<file path="config.mk">
export PLATFORM = sky130hd
export DESIGN_NAME = ram_ctrl
export DESIGN_NICKNAME = d
export VERILOG_FILES = /design/src/rtl/ram_ctrl.sv
export SDC_FILE = /design/constraint.sdc
export NUM_CORES = 1
export LEC_CHECK = 0
export ABC_CLOCK_PERIOD_IN_PS = 3600
export CAP_MARGIN = 20
export CELL_PAD_IN_SITES_DETAIL_PLACEMENT = 0
export CELL_PAD_IN_SITES_GLOBAL_PLACEMENT = 1
export CORE_ASPECT_RATIO = 2
export CORE_MARGIN = 1.5
export CORE_UTILIZATION = 37
export DETAILED_ROUTE_END_ITERATION = 8
export PLACE_DENSITY_LB_ADDON = 0.1
export SYNTH_ARGS = -nofsm -noshare
export SYNTH_HDL_FRONTEND = slang
export SYNTH_SLANG_ARGS = --single-unit
</file>
<file path="constraint.sdc">
create_clock -name clk -period 3.6 [get_ports clk]
set_input_delay 0.72 -clock clk [delete_from_list [all_inputs] [get_ports clk]]
set_output_delay 0.72 -clock clk [all_outputs]
set_load 0.05 [all_outputs]
</file>
<file path="src/rtl/ram_ctrl.sv">
// Sequencing master for a 256 x 16 single-port synchronous RAM: single reads/writes
// plus one-word-per-clock block scans and fills behind a start/busy/done handshake.
module ram_ctrl (
   input  logic        clk,
   input  logic        reset,
   input  logic        start,
   input  logic [1:0]  cmd,
   input  logic [7:0]  base_addr,
   input  logic [7:0]  count,
   input  logic [15:0] wr_data,
   output logic        busy,
   output logic        done,
   output logic [15:0] rd_data,
   output logic [7:0]  rd_addr,
   output logic        rd_valid,
   output logic        ram_we,
   output logic [7:0]  ram_addr,
   output logic [15:0] ram_din,
   input  logic [15:0] ram_dout
);

   typedef enum logic [1:0] {IDLE, READ, WRITE, DONE} state_t;

   state_t      state, state_nxt;
   logic [8:0]  cnt, cnt_nxt;
   logic [8:0]  iss, iss_nxt;
   logic [8:0]  ret, ret_nxt;
   logic        vld_p1, vld_p1_nxt;
   logic [7:0]  addr_p1, addr_p1_nxt;
   logic        busy_nxt, done_nxt, rd_valid_nxt, ram_we_nxt;
   logic [15:0] rd_data_nxt, ram_din_nxt;
   logic [7:0]  rd_addr_nxt, ram_addr_nxt;

   always_comb begin
      state_nxt    = state;
      cnt_nxt      = cnt;
      iss_nxt      = iss;
      ret_nxt      = ret;
      vld_p1_nxt   = 1'b0;
      addr_p1_nxt  = addr_p1;
      busy_nxt     = busy;
      done_nxt     = 1'b0;
      rd_valid_nxt = 1'b0;
      rd_data_nxt  = rd_data;
      rd_addr_nxt  = rd_addr;
      ram_we_nxt   = 1'b0;
      ram_addr_nxt = ram_addr;
      ram_din_nxt  = ram_din;
      case (state)
         IDLE: begin
            if (start) begin
               cnt_nxt      = cmd[1] ? ((count == 8'd0) ? 9'd256 : {1'b0, count}) : 9'd1;
               ram_addr_nxt = base_addr;
               busy_nxt     = 1'b1;
               ret_nxt      = 9'd0;
               if (cmd[0]) begin
                  state_nxt   = WRITE;
                  ram_we_nxt  = 1'b1;
                  ram_din_nxt = wr_data;
                  iss_nxt     = 9'd1;
               end else begin
                  state_nxt = READ;
                  iss_nxt   = 9'd0;
               end
            end
         end
         READ: begin
            // Stage p1: the RAM samples ram_addr at this edge; remember which address it was
            if (iss < cnt) begin
               iss_nxt     = iss + 9'd1;
               vld_p1_nxt  = 1'b1;
               addr_p1_nxt = ram_addr;
               if (iss + 9'd1 < cnt)
                  ram_addr_nxt = ram_addr + 8'd1;
            end
            // Stage p2: ram_dout now holds the word sampled one edge earlier
            if (vld_p1) begin
               rd_valid_nxt = 1'b1;
               rd_data_nxt  = ram_dout;
               rd_addr_nxt  = addr_p1;
               ret_nxt      = ret + 9'd1;
               if (ret + 9'd1 == cnt) begin
                  state_nxt = DONE;
                  done_nxt  = 1'b1;
               end
            end
         end
         WRITE: begin
            if (iss < cnt) begin
               ram_we_nxt   = 1'b1;
               ram_addr_nxt = ram_addr + 8'd1;
               ram_din_nxt  = ram_din + 16'd1;
               iss_nxt      = iss + 9'd1;
            end else begin
               state_nxt = DONE;
               done_nxt  = 1'b1;
            end
         end
         DONE: begin
            state_nxt = IDLE;
            busy_nxt  = 1'b0;
         end
         default: state_nxt = IDLE;
      endcase
   end

   always_ff @(posedge clk) begin
      if (reset) begin
         state    <= IDLE;
         cnt      <= 9'd0;
         iss      <= 9'd0;
         ret      <= 9'd0;
         vld_p1   <= 1'b0;
         busy     <= 1'b0;
         done     <= 1'b0;
         rd_valid <= 1'b0;
         rd_data  <= 16'd0;
         rd_addr  <= 8'd0;
         ram_we   <= 1'b0;
         ram_addr <= 8'd0;
         ram_din  <= 16'd0;
      end else begin
         state    <= state_nxt;
         cnt      <= cnt_nxt;
         iss      <= iss_nxt;
         ret      <= ret_nxt;
         vld_p1   <= vld_p1_nxt;
         busy     <= busy_nxt;
         done     <= done_nxt;
         rd_valid <= rd_valid_nxt;
         rd_data  <= rd_data_nxt;
         rd_addr  <= rd_addr_nxt;
         ram_we   <= ram_we_nxt;
         ram_addr <= ram_addr_nxt;
         ram_din  <= ram_din_nxt;
      end
   end

   always_ff @(posedge clk) begin
      addr_p1 <= addr_p1_nxt;
   end

endmodule

</file>
==> results of run 1 <==
==> layout make-up <==
class	count	area (um2)
fill	1252	6320
multi-input combinational	464	2700
sequential	90	1880
timing repair buffer	114	1110
clock buffer	10	250
tap	150	188
inverter	16	60.1
clock inverter	6	47.5
==> critical path, stage by stage, from the launching register on <==
cell	delay, ns
dfxtp_1	0.44
ha_1	0.24
nand2_1	0.06
nor2_1	0.15
nand3_1	0.11
xnor2_1	0.20
ha_1	0.29
a2111oi_2	0.42
o211ai_1	0.15
o311ai_1	0.10
a21oi_1	0.16
buf_4	0.20
or3_1	0.34
a21oi_1	0.13
==> routing by layer <==
layer	track usage [%]	vias up	part of all wire, %
met2	42.8	97	59
met5	0	-	0
li1	-	2310	-
met1	19.8	2141	36
met3	2.88	20	3.2
met4	8.33	0	2.2
==> registers in the layout (all words and copies together) (netlist names) <==
signal / flops
rd_data: 16
iss: 9
ram_we: 1
cnt: 9
ram_din: 16
busy: 1
rd_valid: 1
addr_p1: 8
done: 1
state: 2
rd_addr: 8
vld_p1: 1
ret: 9
ram_addr: 8
==> cell families (layout without fill, tap and decap cells) <==
kind of cell | Yosys count | count (layout) | share of synthesized area, %
xor gates and xnor gates | 21 | 21 | 3.85
AOI/OAI and AO/OA | 170 | 170 | 21.6
buffers and inverters | 50 | 146 | 4.09
DFF | 90 | 90 | 39.4
muxes | 5 | 5 | 1.18
and+or+nand+nor | 244 | 244 | 23.5
adders and majority gates | 24 | 24 | 6.29
==> power by group <==
part           internal, mW  switching (mW)  total (mW)  leakage (nW)
logic                 0.610            1.08        1.69          1.30
clock network         0.515           0.405       0.920         0.146
registers              1.16           0.153        1.31         0.740
total                  2.29            1.63        3.92          2.19
==> cells in the mapped netlist, types with 7 or more instances <==
library cell	number	area, um2
nor2b_1	7	43.8
and2_1	7	43.8
xnor2_1	15	131
clkbuf_1	25	93.8
nand3_1	30	150
edfxtp_1	8	240
nand2_1	106	398
nand2b_1	10	62.6
nand4_1	7	43.8
nor2_1	42	158
dfxtp_1	82	1640
nor3_1	13	65.1
a21oi_1	89	445
ha_1	24	300
inv_1	16	60.1
o21ai_0	24	120
==> through the flow <==
stage               util [%]  cell area [um2]  worst slack, ns
finish                  49.7             6230            0.527
global route            49.7             6230            0.323
CTS                     49.6             6230            0.428
detailed placement      47.2             5930            0.454
global placement        47.2             5930            0.539
floorplan                  -             4770            0.943
==> how the worst max path moves through the flow <==
stage / start / endpoint / cells past startpoint
6_report: iss[0]$_SDFFE_PP0P_ / ram_addr[0]$_SDFFE_PP0P_ / 13
3_5_place_dp: iss[0]$_SDFFE_PP0P_ / ram_addr[0]$_SDFFE_PP0P_ / 12
2_1_floorplan: iss[0]$_SDFFE_PP0P_ / ram_addr[7]$_SDFFE_PP0P_ / 13
5_1_grt: iss[0]$_SDFFE_PP0P_ / ram_addr[0]$_SDFFE_PP0P_ / 13
4_1_cts: iss[0]$_SDFFE_PP0P_ / ram_addr[0]$_SDFFE_PP0P_ / 12
3_3_place_gp: iss[0]$_SDFFE_PP0P_ / ram_addr[0]$_SDFFE_PP0P_ / 12
==> metrics.yaml, run 1 <==
synth-seq-cells: 90
instances_no_fill: 850
setup_viol: 0
synth_cells: 604
diodes: 0
yosysSeqAreaShare_pct: 39.4
die_h_um: 164
cts_resized: 0
placed_cells: 833
hold_path.class: "reg2reg"
cts_setup_buffers: 0
cp.required_ns: 3.86
power_mw: 3.92
antenna_found_initial: 0
routedWlPerCell_um: 16.2
drive_gt1_share_pct: 5.57
yosys_warnings: 0
fin_crit_ns: 3.07
clk_path_buf_depth: 2
grt_setup_unrepaired: "false"
tightest_slew_ns: 0.754
grt_pass1_vias: 4554
crit_fanout: 13
final_hold_viol_count: 0
p_leak_nw: 2.19
period_share_pct: 85.4
fin_tns_setup_ns: 0
fin_worst_skew_ns: 0.00948
arrival_ns: 3.33
synthDistinctLibCells: 61
hp-start: "rd_data[10]$_SDFFE_PP0P_"
dp_hpwl_mm: 10.6
via_per_inst: 5.37
syn2layout_area_growth_pct: 30.6
die_area_um2: 13600
peakVddDrop_uv: 430
htreeDepth: 3
drtIter0Drc: 244
wl_mm: 13.8
max_cap_violations: 0
whs_ns: 0.455
syn_nets: 681
synth_enable_flop_cells: 8
core_um2: 12600
gr-total-overflow: 0
grt_max_degree: 40
status: "finished, final reports clean"
r2r_start: "iss[0]$_SDFFE_PP0P_"
crit_path_end_kind: "flop"
dieWidth_um: 83.3
whs_endpoint: "rd_data[10]$_SDFFE_PP0P_"
slew_violations: 0
critPathKind: "reg2reg"
ctsRootBufferMaster: "clkbuf_16"
gp_congestion: 0.830
fmax_mhz: 325
vias: 4568
clk_latency_ns: 0.34
cts_buffers: 9
clock-sinks: 90
boundaryPins: 105
syn_avg_cell_area_um2: 7.90
synth_area_um2: 4770
io_buffers: 104
core.rowCount: 58
layout_commonest_cell: "nand2_1"
rr_endpoint: "ram_addr[0]$_SDFFE_PP0P_"
p_per_area_nw_per_um2: 629
crit_path_start_kind: "flop"
first_pass_iters: 4
synthFlopType: "dfxtp_1"
grt_pass1_wl_mm: 22.6
layout_common_cells: "nand2_1, clkdlybuf4s50_1, a21oi_1, dfxtp_1, nor2_1"
start_util_pct: 38.0
cts_tree: "built"
cts.clk_slew.worst_paths_ns: 0.07
hold_buffers: 0
hold_path_depth: 2
r2r.worst_path.cells: 13
nNetsFinal: 772
relSlewSlack_pct: 49.7
drc: 0
grt_usage_pct: 20.7
reg2reg_slack_ns: 0.53
async_reset_ff_share_pct: 0
ant_nets: 0
(Power assumes the default switching activity.)
==> inputs of run 2 (changes only) <==
- HOLD_SLACK_MARGIN: default -> 0.03
==> results of run 2 <==
The final DEF is identical to that of run 1; final timing and power are the same.
==> inputs of run 3 (changes only) <==
- CORE_UTILIZATION: 37 -> 38
- CTS_BUF_LIST: default -> sky130_fd_sc_hd__clkbuf_8
==> run 3 against run 2 <==
Net effect: sequential cell count did not move; clock skew rose by 0.0028 ns; non-clock buffer count fell by 2; first-iteration DRC count rose by 6.1%; combinational power barely moved; die area fell by 2.6%.
==> metrics.yaml, run 3 (same netlist as run 1, synthesis figures left out) <==
fin_tns_setup_ns: 0
gp_congestion: 0.858
hold_path.class: "reg2reg"
crit_path_start_kind: "flop"
rr_endpoint: "ram_addr[0]$_SDFFE_PP0P_"
cts_resized: 0
placed_cell_area_um2: 5930
layout_common_cells: "nand2_1, clkdlybuf4s50_1, a21oi_1, dfxtp_1, nor2_1"
via_per_inst: 5.48
gr-total-overflow: 0
grt_usage_pct: 21.5
slew_violations: 0
setup_viol: 0
grt_max_degree: 47
htreeDepth: 3
grt_pass1_vias: 4280
dieWidth_um: 82.2
drive_gt1_share_pct: 5.44
clk_path_buf_depth: 2
first_pass_iters: 4
p_per_area_nw_per_um2: 602
final_hold_viol_count: 0
io_buffers: 104
fin_crit_ns: 3.20
core_um2: 12200
dp_hpwl_mm: 10.4
design_area_um2: 6120
die_h_um: 161
worstSetupStartpoint: "iss[0]$_SDFFE_PP0P_"
nNetsFinal: 770
cts_buffers: 9
fin_worst_skew_ns: 0.0122
routedWlPerCell_um: 16.4
crit_path_end_kind: "flop"
cp.required_ns: 3.90
cts_tree: "built"
antenna_found_initial: 0
hold_buffers: 0
peakVddDrop_uv: 353
reg.largest.list: "ram_din: 16 flops, rd_data: 16 flops"
fmax_mhz: 313
arrival_ns: 3.50
ant_nets: 0
grt_pass1_wl_mm: 21.7
cts.clk_slew.worst_paths_ns: 0.10
tightest_slew_ns: 1.05
dp_slack_ns: 0.436
core.rowCount: 57
endpoint: "ram_addr[0]$_SDFFE_PP0P_"
start_util_pct: 39.1
setup_ws_ns: 0.400
fillCellCount: 1242
grt_setup_unrepaired: "false"
vias: 4632
crit_fanout: 15
critPathKind: "reg2reg"
max_cap_violations: 0
wl_mm: 13.9
r2r.worst_path.cells: 12
drc: 0
r2r_start: "iss[0]$_SDFFE_PP0P_"
drtIter0Drc: 259
diodes: 0
cts_setup_buffers: 0
period_share_pct: 88.9
reg2reg_slack_ns: 0.40
relSlewSlack_pct: 30.2
boundaryPins: 105
layout_commonest_cell: "nand2_1"
die_area_um2: 13300
clock-sinks: 90
p_leak_nw: 2.13
status: "finished, final reports clean"
clk_latency_ns: 0.37
ctsRootBufferMaster: "clkbuf_8"
syn2layout_area_growth_pct: 28.2
-- run 3: changes by cell type in the layout (fill, tap and decap cells not counted), sizes merged --
cell	previous run	this run
inv	17	18
buf	11	9
clkinvlp	0	2
clkbuf	10	9
clkinv	5	3
-- run 3: metal layers --
| metal | track usage (%) | wire [um] |
|---|---|---|
| met2 | 40.1 | 7940 |
| met5 | 0 | 0 |
| met3 | 3.73 | 478 |
| met1 | 22.5 | 5040 |
| met4 | 9.09 | 420 |
-- run 3: worst max-delay path: stages (launching register included) --
cell       delay [ns]
dfxtp_1          0.45
ha_1             0.24
nand2_1          0.07
nor2_1           0.16
nand3_1          0.11
xnor2_1          0.21
ha_1             0.29
a2111oi_2        0.41
o211ai_1         0.15
o311ai_1         0.10
a21oi_1          0.35
or3_1            0.44
a21oi_1          0.14
-- run 3: how the worst min path moves through the flow --
stage,from,endpoint,slack (ns),depth (start not counted)
6_report,rd_data[11]$_SDFFE_PP0P_,rd_data[11]$_SDFFE_PP0P_,0.46,2
5_1_grt,rd_data[2]$_SDFFE_PP0P_,rd_data[2]$_SDFFE_PP0P_,0.48,2
4_1_cts,rd_data[11]$_SDFFE_PP0P_,rd_data[11]$_SDFFE_PP0P_,0.46,2
3_5_place_dp,rd_data[5]$_SDFFE_PP0P_,rd_data[5]$_SDFFE_PP0P_,0.45,2
3_3_place_gp,rd_data[12]$_SDFFE_PP0P_,rd_data[12]$_SDFFE_PP0P_,0.44,2
2_1_floorplan,cnt[6]$_SDFFE_PP0P_,cnt[6]$_SDFFE_PP0P_,0.46,2
-- run 3: per-stage QoR --
step | util [%] | hold slack, ns | power [mW] | cells
after detailed placement | 48.6 | 0.446 | 3.03 | 829
final | 50.2 | 0.457 | 3.69 | 845
after CTS | 50.2 | 0.461 | 3.72 | 845
after global routing | 50.2 | 0.480 | 3.93 | 845
after floorplan | - | 0.456 | 2.50 | 604
after global placement | 48.6 | 0.442 | 2.99 | 829
-- run 3: where the power goes --
part	total, mW	internal [mW]	switching [mW]	leakage [nW]
Clock	0.675	0.264	0.411	0.0905
Sequential	1.31	1.16	0.154	0.740
Combinational	1.70	0.603	1.10	1.30
Total	3.69	2.03	1.66	2.13
-- run 3: final cells by class --
class                   instances  area (um2)  share of cell area (%)
multi-input cells             464        2700                    44.0
flip-flops and latches         90        1880                    30.8
repair buffers                112        1110                    18.1
well taps                     147         184                    3.01
clock buffers                   9         124                    2.02
clock inverters                 7        65.1                    1.06
inverters                      16        60.1                   0.982
